## config.mk

```make
export PLATFORM = sky130hd
export DESIGN_NAME = iram_readback_fsm
export DESIGN_NICKNAME = d
export VERILOG_FILES = /design/src/rtl/iram_readback_fsm.sv
export SDC_FILE = /design/constraint.sdc
export NUM_CORES = 1
export LEC_CHECK = 0
export ABC_CLOCK_PERIOD_IN_PS = 1520
export CORE_MARGIN = 8
export CORE_UTILIZATION = 39
export CTS_CLUSTER_DIAMETER = 120
export DETAILED_ROUTE_END_ITERATION = 10
export GPL_ROUTABILITY_DRIVEN = 0
export GPL_TIMING_DRIVEN = 0
export MAX_ROUTING_LAYER = met4
export PLACE_DENSITY = 0.88
export SYNTH_ARGS = -nofsm -noshare
export SYNTH_HDL_FRONTEND = slang
export SYNTH_SLANG_ARGS = --single-unit
```

## constraint.sdc

```tcl
create_clock -name clk -period 1.52 [get_ports clk]
set_clock_uncertainty 0.05 [all_clocks]
set_input_delay 0.304 -clock clk [delete_from_list [all_inputs] [get_ports clk]]
set_output_delay 0.304 -clock clk [all_outputs]
set_load 0.005 [all_outputs]
```

## src/rtl/iram_readback_fsm.sv

```systemverilog
// IRAM readback engine: reads a contiguous block of instruction words from
// IRAM (1-cycle synchronous read) and streams them to a consumer over a
// valid/ready handshake. Status is published in a 32-bit flag register.
module iram_readback_fsm #(
  parameter int ADDR_W      = 9,
  parameter int DATA_W      = 32,
  parameter int ADDR_STRIDE = 4
) (
  input  logic              clk,
  input  logic              rst,
  input  logic              start,
  input  logic [ADDR_W-1:0] start_addr,
  input  logic [ADDR_W:0]   word_count,
  output logic              rd_en,
  output logic [ADDR_W-1:0] rd_addr_out,
  input  logic [DATA_W-1:0] rd_data_in,
  output logic [DATA_W-1:0] data_out,
  output logic              data_valid,
  input  logic              data_ready,
  output logic              busy,
  output logic              done,
  output logic [31:0]       flag_reg
);

  typedef enum logic [2:0] {
    IDLE = 3'd0,
    RD   = 3'd1,
    CAP  = 3'd2,
    OUT  = 3'd3,
    DONE = 3'd4
  } state_t;

  localparam logic [ADDR_W:0] STRIDE_EXT = (ADDR_W+1)'(ADDR_STRIDE);
  localparam logic [ADDR_W:0] ONE_EXT    = (ADDR_W+1)'(1);

  state_t            state;
  logic [ADDR_W-1:0] cur_addr;
  logic [ADDR_W:0]   remaining;
  logic              done_sticky;
  logic              wrapped;
  logic [ADDR_W:0]   next_addr_ext;

  // Next read address with its carry-out; the carry marks an address wrap.
  assign next_addr_ext = {1'b0, cur_addr} + STRIDE_EXT;

  // Status bits: busy, sticky completion, address wrap.
  assign flag_reg = {29'b0, wrapped, done_sticky, busy};

  // Single FSM with registered outputs; rd_en and done default low every cycle.
  always_ff @(posedge clk) begin
    if (rst) begin
      state       <= IDLE;
      cur_addr    <= '0;
      remaining   <= '0;
      rd_en       <= 1'b0;
      rd_addr_out <= '0;
      data_out    <= '0;
      data_valid  <= 1'b0;
      busy        <= 1'b0;
      done        <= 1'b0;
      done_sticky <= 1'b0;
      wrapped     <= 1'b0;
    end else begin
      rd_en <= 1'b0;
      done  <= 1'b0;
      case (state)
        IDLE: begin
          if (start) begin
            done_sticky <= 1'b0;
            wrapped     <= 1'b0;
            if (word_count != '0) begin
              cur_addr    <= start_addr;
              remaining   <= word_count;
              rd_en       <= 1'b1;
              rd_addr_out <= start_addr;
              busy        <= 1'b1;
              state       <= RD;
            end else begin
              // Empty request completes immediately without touching IRAM.
              done        <= 1'b1;
              done_sticky <= 1'b1;
              state       <= DONE;
            end
          end
        end
        RD: begin
          state <= CAP;
        end
        CAP: begin
          // IRAM data for the address issued in RD is present this cycle.
          data_out   <= rd_data_in;
          data_valid <= 1'b1;
          state      <= OUT;
        end
        OUT: begin
          if (data_ready) begin
            data_valid <= 1'b0;
            remaining  <= remaining - ONE_EXT;
            if (remaining == ONE_EXT) begin
              busy        <= 1'b0;
              done        <= 1'b1;
              done_sticky <= 1'b1;
              state       <= DONE;
            end else begin
              cur_addr    <= next_addr_ext[ADDR_W-1:0];
              rd_addr_out <= next_addr_ext[ADDR_W-1:0];
              rd_en       <= 1'b1;
              if (next_addr_ext[ADDR_W]) begin
                wrapped <= 1'b1;
              end
              state <= RD;
            end
          end
        end
        DONE: begin
          state <= IDLE;
        end
        default: begin
          state <= IDLE;
        end
      endcase
    end
  end

endmodule

```

* Word level (Yosys, flattened, before mapping)
Cells that the tools add are included.
Word-level totals: register bits 60
Cells by class: multiplexer cells 40, reduce and logical (&&, ||, !) cells 11, add/subtract/negate cells 2, equal/unequal tests 10
Operator list (count):
- $mux W9 | 4
- $mux W10 | 3
- $mux W1 | 20
- $pmux W10 S2 | 1
- $pmux W9 S2 | 1
- $reduce_and A5 Y1 | 3
- $mux W3 | 4
- $ne A2 B2 Y1 const B | 6
- $pmux W1 S2 | 6
- $pmux W3 S4 | 1
- $add A9 B3 Y10 const B | 1
- $eq A10 B1 Y1 const B | 1
- $reduce_bool A10 Y1 | 1
- $sub A10 B1 Y10 const B | 1
- $reduce_and A4 Y1 | 2
- $eq A3 B2 Y1 const B | 2
- $reduce_and A2 Y1 | 2
- $reduce_bool A2 Y1 | 2
- $eq A3 B1 Y1 const B | 1
- $logic_not A3 Y1 | 1

* Depth between registers and ports, before layout
Gate-level depths: netlist (run 1).
depth in word-level cells 5, mapped depth 7, mapped depth without buffers 6

* Least setup slack after synthesis (run 1)
No wires, ideal clock.
path kind flip-flop to flip-flop, start register remaining[7], end register cur_addr[4], data required time 1384 ps, library setup time 86 ps, arrival time 1485 ps, stages on the path, launching flop included 6, period minus slack after synthesis 1621 ps, path slack -101 ps, cells stage by stage dfxtp_1 nor4_4 nand4_4 and3_4 buf_6 a221oi_2
On the way: word-level cells in the longest chain between the ends 3
RTL lines:
- start: declaration | line 38 | logic [ADDR_W:0] remaining;
- start signal: assignment | line 73 | remaining <= word_count;
- start signal: assignment | line 98 | remaining <= remaining - ONE_EXT;
- $eq A10 B1 Y1 | line 99 | if (remaining == ONE_EXT) begin
- $ne A2 B2 Y1 (no source line)
- $reduce_and A5 Y1 (no source line)
- end signal: assignment | line 72 | cur_addr <= start_addr;
- end signal: assignment | line 105 | cur_addr <= next_addr_ext[ADDR_W-1:0];
- end: declaration | line 37 | logic [ADDR_W-1:0] cur_addr;
Every way passes these cells. A chain may end at the register's enable or synchronous reset.

* Worst setup path in the final report (run 1)
start register state[1], end register remaining[2]
On the way: word-level cells in the longest chain between the ends 3
RTL lines:
- start: declaration | line 36 | state_t state;
- start signal: assignment | line 52 | state <= IDLE;
- start signal: assignment | line 77 | state <= RD;
- start signal: assignment | line 82 | state <= DONE;
- $eq A3 B2 Y1 or $logic_not A3 Y1 (tied branches) | line 66 | case (state)
- $ne A2 B2 Y1 (no source line) or $reduce_bool A2 Y1 (tied branches)
- $reduce_and A4 Y1 (no source line)
Several ways; a longest one is shown, not always the timed one.

==> impl_metrics.toml, run 1 <==
[synth]
yosys.area.top_type = "dfxtp_1"
syn_inst = 378
synth.ff_latch_count = 60
synth_top_area_share_pct = 38.9
syn_area_um2 = 3090
synth_compound_area_share_pct = 23.4
synth_async_sr_flop_share_pct = 0
synthTopCellsByCount = "81 x nand2_1, 60 x dfxtp_1, 51 x a21oi_1"
synthDistinctLibCells = 50
synth_adder_area_share_pct = 1.22
avgSynthCellArea_um2 = 8.17
yosys.area_share.simple_pct = 22.8
synth_enable_flop_cells = 0
synthMostInstantiatedCell = "nand2_1"
yosysSeqAreaShare_pct = 38.9
ys.flop_type = "dfxtp_1"
yosys-top-cells-area = "dfxtp_1 39%, nand2_1 9.8%, a21oi_1 8.3%, buf_4 8.3%, o31ai_1 2.7%"
synthMuxAreaShare_pct = 0.729
synth_xor_area_share_pct = 0
yosys_warnings = 0
synth_top_family_by_area = "compound AO/OA/AOI/OAI gates"

[sta]
period_share_pct = 111
hold_ws_ns = 0.403
fmax_ghz = 0.595
rsz0062_at_grt = "true"
min_period_ns = 1.68
worstMarginPinSlew_ns = 0.733
maxSlewHeadroom_pct = 51.1
hold_viol_final = 0
drv_slew = 0
worst_slack_ns = -0.161
setup_violations = 24

[floorplan]
die-area_um2 = 11000
core_area_um2 = 7690
io_pins = 132
die_x_um = 105
rows = 32
die_h_um = 105
initial_core_util_pct = 40.2

[power]
clkPwrFrac_pct = 35.1
p_sw_share_pct = 29.3
p_int_mw = 3.46
total_power_mw = 4.90
p_leak_nw = 2.33
vdd_ir_drop_max_v = 0.000650
power_density_nw_per_um2 = 904
p_seq_share_pct = 37.0
combPwrFrac_pct = 27.9
power.switching_mw = 1.44

[critical_path]
cp.arrival_ns = 1.89
worstSetupPathType = "reg -> reg"
cpPeakStageDelay_ns = 0.34
required_ns = 1.73
cpMaxStageDelayCell = "dfxtp_2"
cp_max_fo = 7
start_kind = "register"
cp-end-kind = "register"
regToRegSetupSlack_ns = -0.16
cp_common_cell = "buf_6"
path_cells = "buf_6 -> and3b_1 -> buf_6 -> buf_8 -> nand3b_1 -> a211o_1 -> a21oi_2"

[clock_tree]
cts_made_buffers = 9
cts.sinks = 60
cts_buffer_depth = 2
htree_num_levels = 3
clock_tree.root_cell = "clkbuf_8"
cts.clk_slew.worst_paths_ns = 0.07
clk_latency_ns = 0.34
cts_tree = "done"
hold_buffers = 0

[run_status]
status = "finished with violations"
violations = "setup timing"

[route]
drt_iter0_drc = 296
ant_nets = 0
via_per_inst = 5.56
drcViolationCount = 0
routedWlPerCell_um = 19.6
routed_wl_um = 13100
dr.pass1.iters = 5
vias = 3696

[global_route]
grt_pass1_wl_um = 19000
grt_max_degree = 11
grt_pass1_vias = 3670
antenna_found_initial = 0
grt_usage_pct = 21.9
grt.overflow.total = 0

[placed_design]
numPortBuffers = 102
dpl.hpwl_um = 7630
dp.cells = 610

[finish]
area_growth_syn_to_layout_pct = 75.6
nNetsFinal = 616
fillers = 571
diodes = 0
final_layout_size_suffix_gt1_share_pct = 35.0
fin_util_pct = 70.5
fin_cells = 665

[job]
maxCapViolations = 0

[hold_path]
worstHoldPathType = "reg -> reg"
[power by group through the flow]
stage	combinational [mW]	clock [mW]	sequential, mW
detailed placement	0.998	0	1.82
finish	1.37	1.72	1.82
CTS	1.21	1.70	1.79
global route	1.45	1.79	1.83
global placement	0.972	0	1.81
floorplan	0.540	0	1.81
[registers in the layout (all words and copies together), names as in the netlist, 3 cells and up]
name       cells
cur_addr       9
data_out      32
remaining     10
state          3
[timing repair]
item	CTS	global route
endpoints found under the setup margin	104	58
gates resized for setup	169	57
buffers inserted	31	10
pin swaps	34	22
gates cloned	4	0
[final cells by class]
cell class	instances	area (µm²)	share of cell area, %
Multi-Input combinational cell	279	1940	35.7
Timing Repair Buffer	145	1380	25.4
Sequential cell	60	1240	22.9
Buffer	56	473	8.72
Clock buffer	12	165	3.05
Tap cell	102	128	2.35
Clock inverter	4	70.1	1.29
Inverter	7	31.3	0.577
[cells by family (layout without fill, tap and decap cells)]
| group | Yosys count | in the layout |
|---|---|---|
| AO/OA/AOI/OAI | 107 | 107 |
| adder cells (fa/ha/maj) | 3 | 3 |
| buffers and inverters | 67 | 224 |
| flip-flops | 60 | 60 |
| multiplexers | 2 | 2 |
| other | 1 | 29 |
| AND/OR/NAND/NOR | 138 | 138 |
[metrics by stage]
step	TNS (ns)	cell area, µm²	setup slack, ns
6_report	-2.45	5420	-0.161
3_5_place_dp	-33.33	4340	-0.853
2_1_floorplan	-0.776	3200	-0.0868
3_3_place_gp	-30.92	4340	-0.801
4_1_cts	-0.705	5170	-0.0662
5_1_grt	-3.80	5420	-0.202
[per-layer routing]
layer | GRT usage [%] | vias up | routed length, µm
met5 | - | - | 0
met3 | 8.23 | 67 | 1370
met2 | 35.4 | 248 | 6260
li1 | - | 1633 | -
met4 | 11.0 | 0 | 513
met1 | 23.1 | 1748 | 4920
[cell usage in the layout (no fill, tap or decap), types with 7 or more instances in the layout]
| cell | n |
|---|---|
| clkbuf_8 | 13 |
| nand3_1 | 7 |
| dfxtp_1 | 38 |
| a21oi_1 | 46 |
| nor2_1 | 16 |
| clkdlybuf4s50_1 | 44 |
| dlygate4sd2_1 | 57 |
| buf_4 | 58 |
| nand2_1 | 81 |
| buf_6 | 17 |
| o31ai_4 | 7 |
| conb_1 | 29 |
| dfxtp_2 | 16 |
[critical path, delay by kind of cell (launching register included)]
family                 cells  cell delay (ns)
AO/OA/AOI/OAI              2             0.47
buffers and inverters      3             0.45
flip-flops                 1             0.34
AND/OR/NAND/NOR            2             0.29
[final timing paths]
kind,start,endpoint,cells after the start
max reg2reg,state[1],remaining[2],7
max,state[1],remaining[2],7
min reg2reg,data_out[16],data_out[16],2
min,data_out[16],data_out[16],2
No activity file was read; power rests on OpenSTA's default activity.
==> run 2: changes to the inputs <==
--- a/config.mk
+++ b/config.mk
@@ -5,15 +5,16 @@
 export SDC_FILE = /design/constraint.sdc
 export NUM_CORES = 1
 export LEC_CHECK = 0
+export ABC_AREA = 1
 export ABC_CLOCK_PERIOD_IN_PS = 1520
 export CORE_MARGIN = 8
-export CORE_UTILIZATION = 39
+export CORE_UTILIZATION = 38
 export CTS_CLUSTER_DIAMETER = 120
 export DETAILED_ROUTE_END_ITERATION = 10
 export GPL_ROUTABILITY_DRIVEN = 0
 export GPL_TIMING_DRIVEN = 0
 export MAX_ROUTING_LAYER = met4
-export PLACE_DENSITY = 0.88
+export PLACE_DENSITY = 0.74
 export SYNTH_ARGS = -nofsm -noshare
 export SYNTH_HDL_FRONTEND = slang
 export SYNTH_SLANG_ARGS = --single-unit
==> impl_metrics.toml, run 2 <==
[critical_path]
cp-end-kind = "register"
worstSetupPathType = "reg -> reg"
start_kind = "register"
cp.arrival_ns = 1.60
cp_max_fo = 6
required_ns = 1.67
cpPeakStageDelay_ns = 0.37
path_cells = "nor2_4 -> nand2_4 -> nand2_4 -> inv_2 -> nor2_8 -> buf_4 -> nand3_1 -> nand2_1 -> a21oi_1"
cp_common_cell = "nand2_4"
cpMaxStageDelayCell = "dfxtp_4"

[power]
p_sw_share_pct = 38.7
power.switching_mw = 2.50
total_power_mw = 6.45
power_density_nw_per_um2 = 1400
vdd_ir_drop_max_v = 0.000642
combPwrFrac_pct = 43.9
clkPwrFrac_pct = 20.3
p_leak_nw = 2.27
p_seq_share_pct = 35.7
p_int_mw = 3.95

[finish]
largest_register_ffs = 32
design_area_um2 = 4590
nNetsFinal = 637
reg.largest.list = "data_out x32, remaining x10, cur_addr x9"
regMostFlops = "data_out"
area_growth_syn_to_layout_pct = 52.8
layout.cells.most_common = "nor2_1"
layout_common_cells = "96 x nor2_1, 61 x nand2_1, 50 x dlygate4sd2_1, 49 x o21ai_0, 48 x dfxtp_1"
final_layout_size_suffix_gt1_share_pct = 19.0
diodes = 0
fin_util_pct = 59.8

[synth]
syn_area_um2 = 3010
synth_top_area_share_pct = 40.0
synthTopCellsByCount = "101 x nor2_1, 67 x nand2_1, 60 x dfxtp_1"
synth.ff_latch_count = 60
yosysSeqAreaShare_pct = 40.0
syn_inst = 430
synth_enable_flop_cells = 0
synth_xor_area_share_pct = 0.583
synth_adder_area_share_pct = 1.25
synthDistinctLibCells = 34
yosys.area_share.simple_pct = 30.9
yosys-top-cells-area = "dfxtp_1 40%, nor2_1 13%, o21ai_0 8.5%, buf_4 8.5%, nand2_1 8.4%"
synthMuxAreaShare_pct = 0
synth_compound_area_share_pct = 12.9
synth_async_sr_flop_share_pct = 0
yosys_warnings = 0
avgSynthCellArea_um2 = 6.99
yosys.area.top_type = "dfxtp_1"
ys.flop_type = "dfxtp_1"
synth_top_family_by_area = "simple AND/OR/NAND/NOR gates"
synthMostInstantiatedCell = "nor2_1"

[hold_path]
worstHoldPathType = "in -> reg"

[sta]
hold_viol_final = 0
setup_violations = 0
fin_tns_setup_ns = 0
worst_slack_ns = 0.0737
worstMarginPinSlew_ns = 0.559
period_share_pct = 95.1
min_period_ns = 1.45
drv_slew = 0
maxSlewHeadroom_pct = 62.7
rsz0062_at_grt = "true"
fmax_ghz = 0.691

[clock_tree]
cts_buffer_depth = 2
clk_latency_ns = 0.34
hold_buffers = 0
cts.clk_slew.worst_paths_ns = 0.07
cts.sinks = 60
clock_tree.root_cell = "clkbuf_8"
cts_made_buffers = 9
cts_tree = "done"
htree_num_levels = 3

[placed_design]
dpl.hpwl_um = 6850
numPortBuffers = 101
pre_cts_ws_ns = -0.425
placed_cell_area_um2 = 4250

[global_route]
grt_pass1_vias = 3050
grt_pass1_wl_um = 14800
antenna_found_initial = 0
grt.overflow.total = 0
grt_usage_pct = 16.7
grt_max_degree = 11

[floorplan]
io_pins = 132
rows = 32
die_h_um = 105
die_x_um = 105
initial_core_util_pct = 39.1
core_area_um2 = 7690
die-area_um2 = 11000

[route]
routedWlPerCell_um = 13.3
vias = 3187
ant_nets = 0
drt_iter0_drc = 149
routed_wl_um = 9110
dr.pass1.iters = 5
via_per_inst = 4.65
drcViolationCount = 0

[job]
maxCapViolations = 0

[run_status]
status = "finished, final reports clean"
[run 2: changes by cell type after synthesis, sizes merged, moves of 5 or more]
cell	delta
a211o	-6
a41oi	-6
nand4	-5
buf	-9
nand2	-9
inv	+21
nor2	+89
nor4	-6
nand3	+15
a21oi	-34
o21ai	+46
o31ai	-11
[run 2: area by class of cell]
class	count	area, µm²
sequential	60	1220
tap	102	128
buffer	48	318
inverter	30	130
clock inverter	4	23.8
timing repair buffer	108	1020
fill	714	3090
multi-input combinational	322	1600
clock buffer	12	155
[run 2: power groups by stage]
stage          Combinational [mW]  Sequential (mW)  Clock (mW)
2_1_floorplan                1.56             2.29           0
3_3_place_gp                 2.62             2.28           0
3_5_place_dp                 2.69             2.30           0
4_1_cts                      2.62             2.26        1.34
5_1_grt                      3.18             2.36        1.44
6_report                     2.83             2.30        1.31
[run 2: final timing paths]
path              startpoint      endpoint  slack, ns  depth (start not counted)
hold / removal           rst      state[0]       0.27                          2
setup reg to reg    state[0]  remaining[6]       0.07                          9
hold reg to reg      wrapped       wrapped       0.41                          2
setup / recovery    state[0]  remaining[6]       0.07                          9
[run 2: kinds of logic (layout without fill, tap and decap cells)]
| logic type | count (synthesis) | after routing |
|---|---|---|
| AND/OR/NAND/NOR | 210 | 212 |
| adder cells (fa/ha/maj) | 3 | 3 |
| buffers and inverters | 78 | 202 |
| flip-flops | 60 | 60 |
| AO/OA/AOI/OAI | 76 | 76 |
| XOR/XNOR | 2 | 2 |
| other | 1 | 29 |
[run 2: what timing repair did]
item / 4_1_cts / 5_1_grt
pin swaps: 2 / 11
resized for setup: 64 / 42
gates cloned: 1 / 1
buffers inserted: 6 / 1
endpoints found under the setup margin: 64 / 52
hold endpoints to repair: 0 / 0
[run 2: per-layer routing]
metal / vias up / GRT usage (%) / part of all wire (%)
li1: 1616 / - / -
met4: 0 / 6.93 / 1.6
met3: 15 / 4.12 / 6.7
met1: 1420 / 19.4 / 45
met5: - / - / 0
met2: 136 / 27.1 / 47
[run 2: critical path: cells and delay by family, from the launching register on]
family | cells | cell delay, ns
flops | 1 | 0.37
simple gates | 6 | 0.64
buf+inv | 2 | 0.21
compound gates | 1 | 0.05
[run 2: per-stage QoR]
stage	instances	hold WS (ns)
2_1_floorplan	458	0.379
4_1_cts	684	0.270
3_5_place_dp	661	0.395
6_report	686	0.270
5_1_grt	686	0.318
3_3_place_gp	661	0.397
==> run 3: changes to the inputs <==
--- a/config.mk
+++ b/config.mk
@@ -6,7 +6,7 @@
 export NUM_CORES = 1
 export LEC_CHECK = 0
 export ABC_AREA = 1
-export ABC_CLOCK_PERIOD_IN_PS = 1520
+export ABC_CLOCK_PERIOD_IN_PS = 1300
 export CORE_MARGIN = 8
 export CORE_UTILIZATION = 38
 export CTS_CLUSTER_DIAMETER = 120
==> constraint.sdc (replaced) <==
create_clock -name clk -period 1.3 [get_ports clk]
set_clock_uncertainty 0.05 [all_clocks]
set_input_delay 0.26 -clock clk [delete_from_list [all_inputs] [get_ports clk]]
set_output_delay 0.26 -clock clk [all_outputs]
set_load 0.005 [all_outputs]
==> impl_metrics.toml, run 3 (synthesis results as in run 2) <==
[sta]
hold_viol_final = 0
min_period_ns = 1.49
setup_violations = 41
period_share_pct = 115
fmax_ghz = 0.669
rsz0062_at_grt = "true"
hold_ws_ns = 0.199
drv_slew = 0
maxSlewHeadroom_pct = 59.8
worst_slack_ns = -0.194
worstMarginPinSlew_ns = 0.602

[route]
dr.pass1.iters = 7
via_per_inst = 4.91
routed_wl_um = 11300
drt_iter0_drc = 253
routedWlPerCell_um = 15.7
drcViolationCount = 0
ant_nets = 0
vias = 3528

[finish]
final_layout_size_suffix_gt1_share_pct = 35.4
area_growth_syn_to_layout_pct = 75.7
layout_common_cells = "87 x nor2_1, 62 x buf_4, 51 x dlygate4sd2_1, 50 x nand2_1, 45 x dfxtp_1"
reg.largest.list = "data_out x32, remaining x10, cur_addr x9"
fin_cells = 718
layout.cells.most_common = "nor2_1"
fin_util_pct = 68.7
fillers = 597
nNetsFinal = 670
diodes = 0
seqCellArea_um2 = 1240
largest_register_ffs = 32
regMostFlops = "data_out"
multiInputGateArea_um2 = 1910

[critical_path]
crit_buf_inv = 1
cp.arrival_ns = 1.68
start_kind = "register"
worstSetupPathType = "reg -> reg"
cpLargestDelayFamily = "simple AND/OR/NAND/NOR gates"
regToRegStartpoint = "remaining[0]"
crit_start = "remaining[0]"
path_cells = "buf_6 -> ha_4 -> nand3_2 -> nor2_2 -> nand2_2 -> nand2_4 -> nand2_8 -> o21ai_2 -> nor2_1"
cpMaxStageDelayCell = "dfxtp_2"
required_ns = 1.48
cp-end-kind = "register"
cp_max_fo = 8
cpPeakStageDelay_ns = 0.37

[floorplan]
die-area_um2 = 11000
die_h_um = 105
die_x_um = 105
core_area_um2 = 7690
initial_core_util_pct = 39.1
rows = 32
io_pins = 132

[global_route]
grt.overflow.total = 0
antenna_found_initial = 0
grt_pass1_vias = 3457
grt_max_degree = 11
grt_pass1_wl_um = 16700
grt_usage_pct = 18.9

[hold_path]
worstHoldPathType = "in -> reg"
hold_start = "rst"

[power]
power_density_nw_per_um2 = 1670
p_leak_nw = 2.48
total_power_mw = 8.83
vdd_ir_drop_max_v = 0.000944

[placed_design]
dp.cells = 661
pre_cts_ws_ns = -0.568
numPortBuffers = 101
dpl.hpwl_um = 6900

[clock_tree]
clock_tree.root_cell = "clkbuf_8"
cts.sinks = 60
cts.clk_slew.worst_paths_ns = 0.07
cts_buffer_depth = 2
clk_latency_ns = 0.34
htree_num_levels = 3
cts_tree = "done"
cts_made_buffers = 9

[run_status]
status = "finished with violations"
violations = "setup timing"

[job]
maxCapViolations = 0
[run 3: cell count changes in the layout (fill, tap and decap cells not counted), moves of 8 or more]
cell and delta:
a21oi_1 -9, nand2_1 -11, nand2_2 +8, nand3_2 +9, nand3_1 -11, buf_4 +24, a21oi_2 +9, nor2_1 -9
o21ai_2 +11, o21ai_0 -20, o21ai_1 +9
[run 3: area by class of cell]
type | count | share of cell area (%)
multi-input combinational | 322 | 36.2
timing repair buffer | 141 | 24.5
sequential | 60 | 23.5
buffer | 48 | 7.20
clock buffer | 11 | 2.87
inverter | 30 | 2.87
tap | 102 | 2.42
clock inverter | 4 | 0.474
[run 3: stage by stage]
step                setup TNS [ns]  cell area, µm²
CTS                          -1.64            4990
global route                 -6.94            5280
detailed placement          -18.97            4260
finish                       -4.32            5280
floorplan                 -0.00178            3120
global placement            -17.63            4260
[run 3: worst paths after layout]
path                       to  slack (ns)  cells past startpoint
hold / removal       state[0]        0.20                      2
setup reg to reg  cur_addr[5]       -0.19                      9
hold reg to reg   data_out[0]        0.43                      2
setup / recovery  cur_addr[5]       -0.19                      9
[run 3: timing repair]
| action | in CTS | in global routing |
|---|---|---|
| pin swaps | 40 | 24 |
| hold buffers | 0 | 0 |
| endpoints found under the setup margin | 105 | 66 |
| resized for setup | 205 | 56 |
| buffers inserted | 24 | 15 |
| gates cloned | 3 | 1 |
[run 3: metal layers]
layer  GRT usage, %  part of all wire, %
met4           6.83                  3.0
met1           21.2                   42
met2           32.0                   48
met5              -                    0
met3           4.55                  6.8
[run 3: report_power, final]
group	switching (mW)	internal, mW
logic	2.44	2.13
clock network	0.736	0.777
registers	0.386	2.37
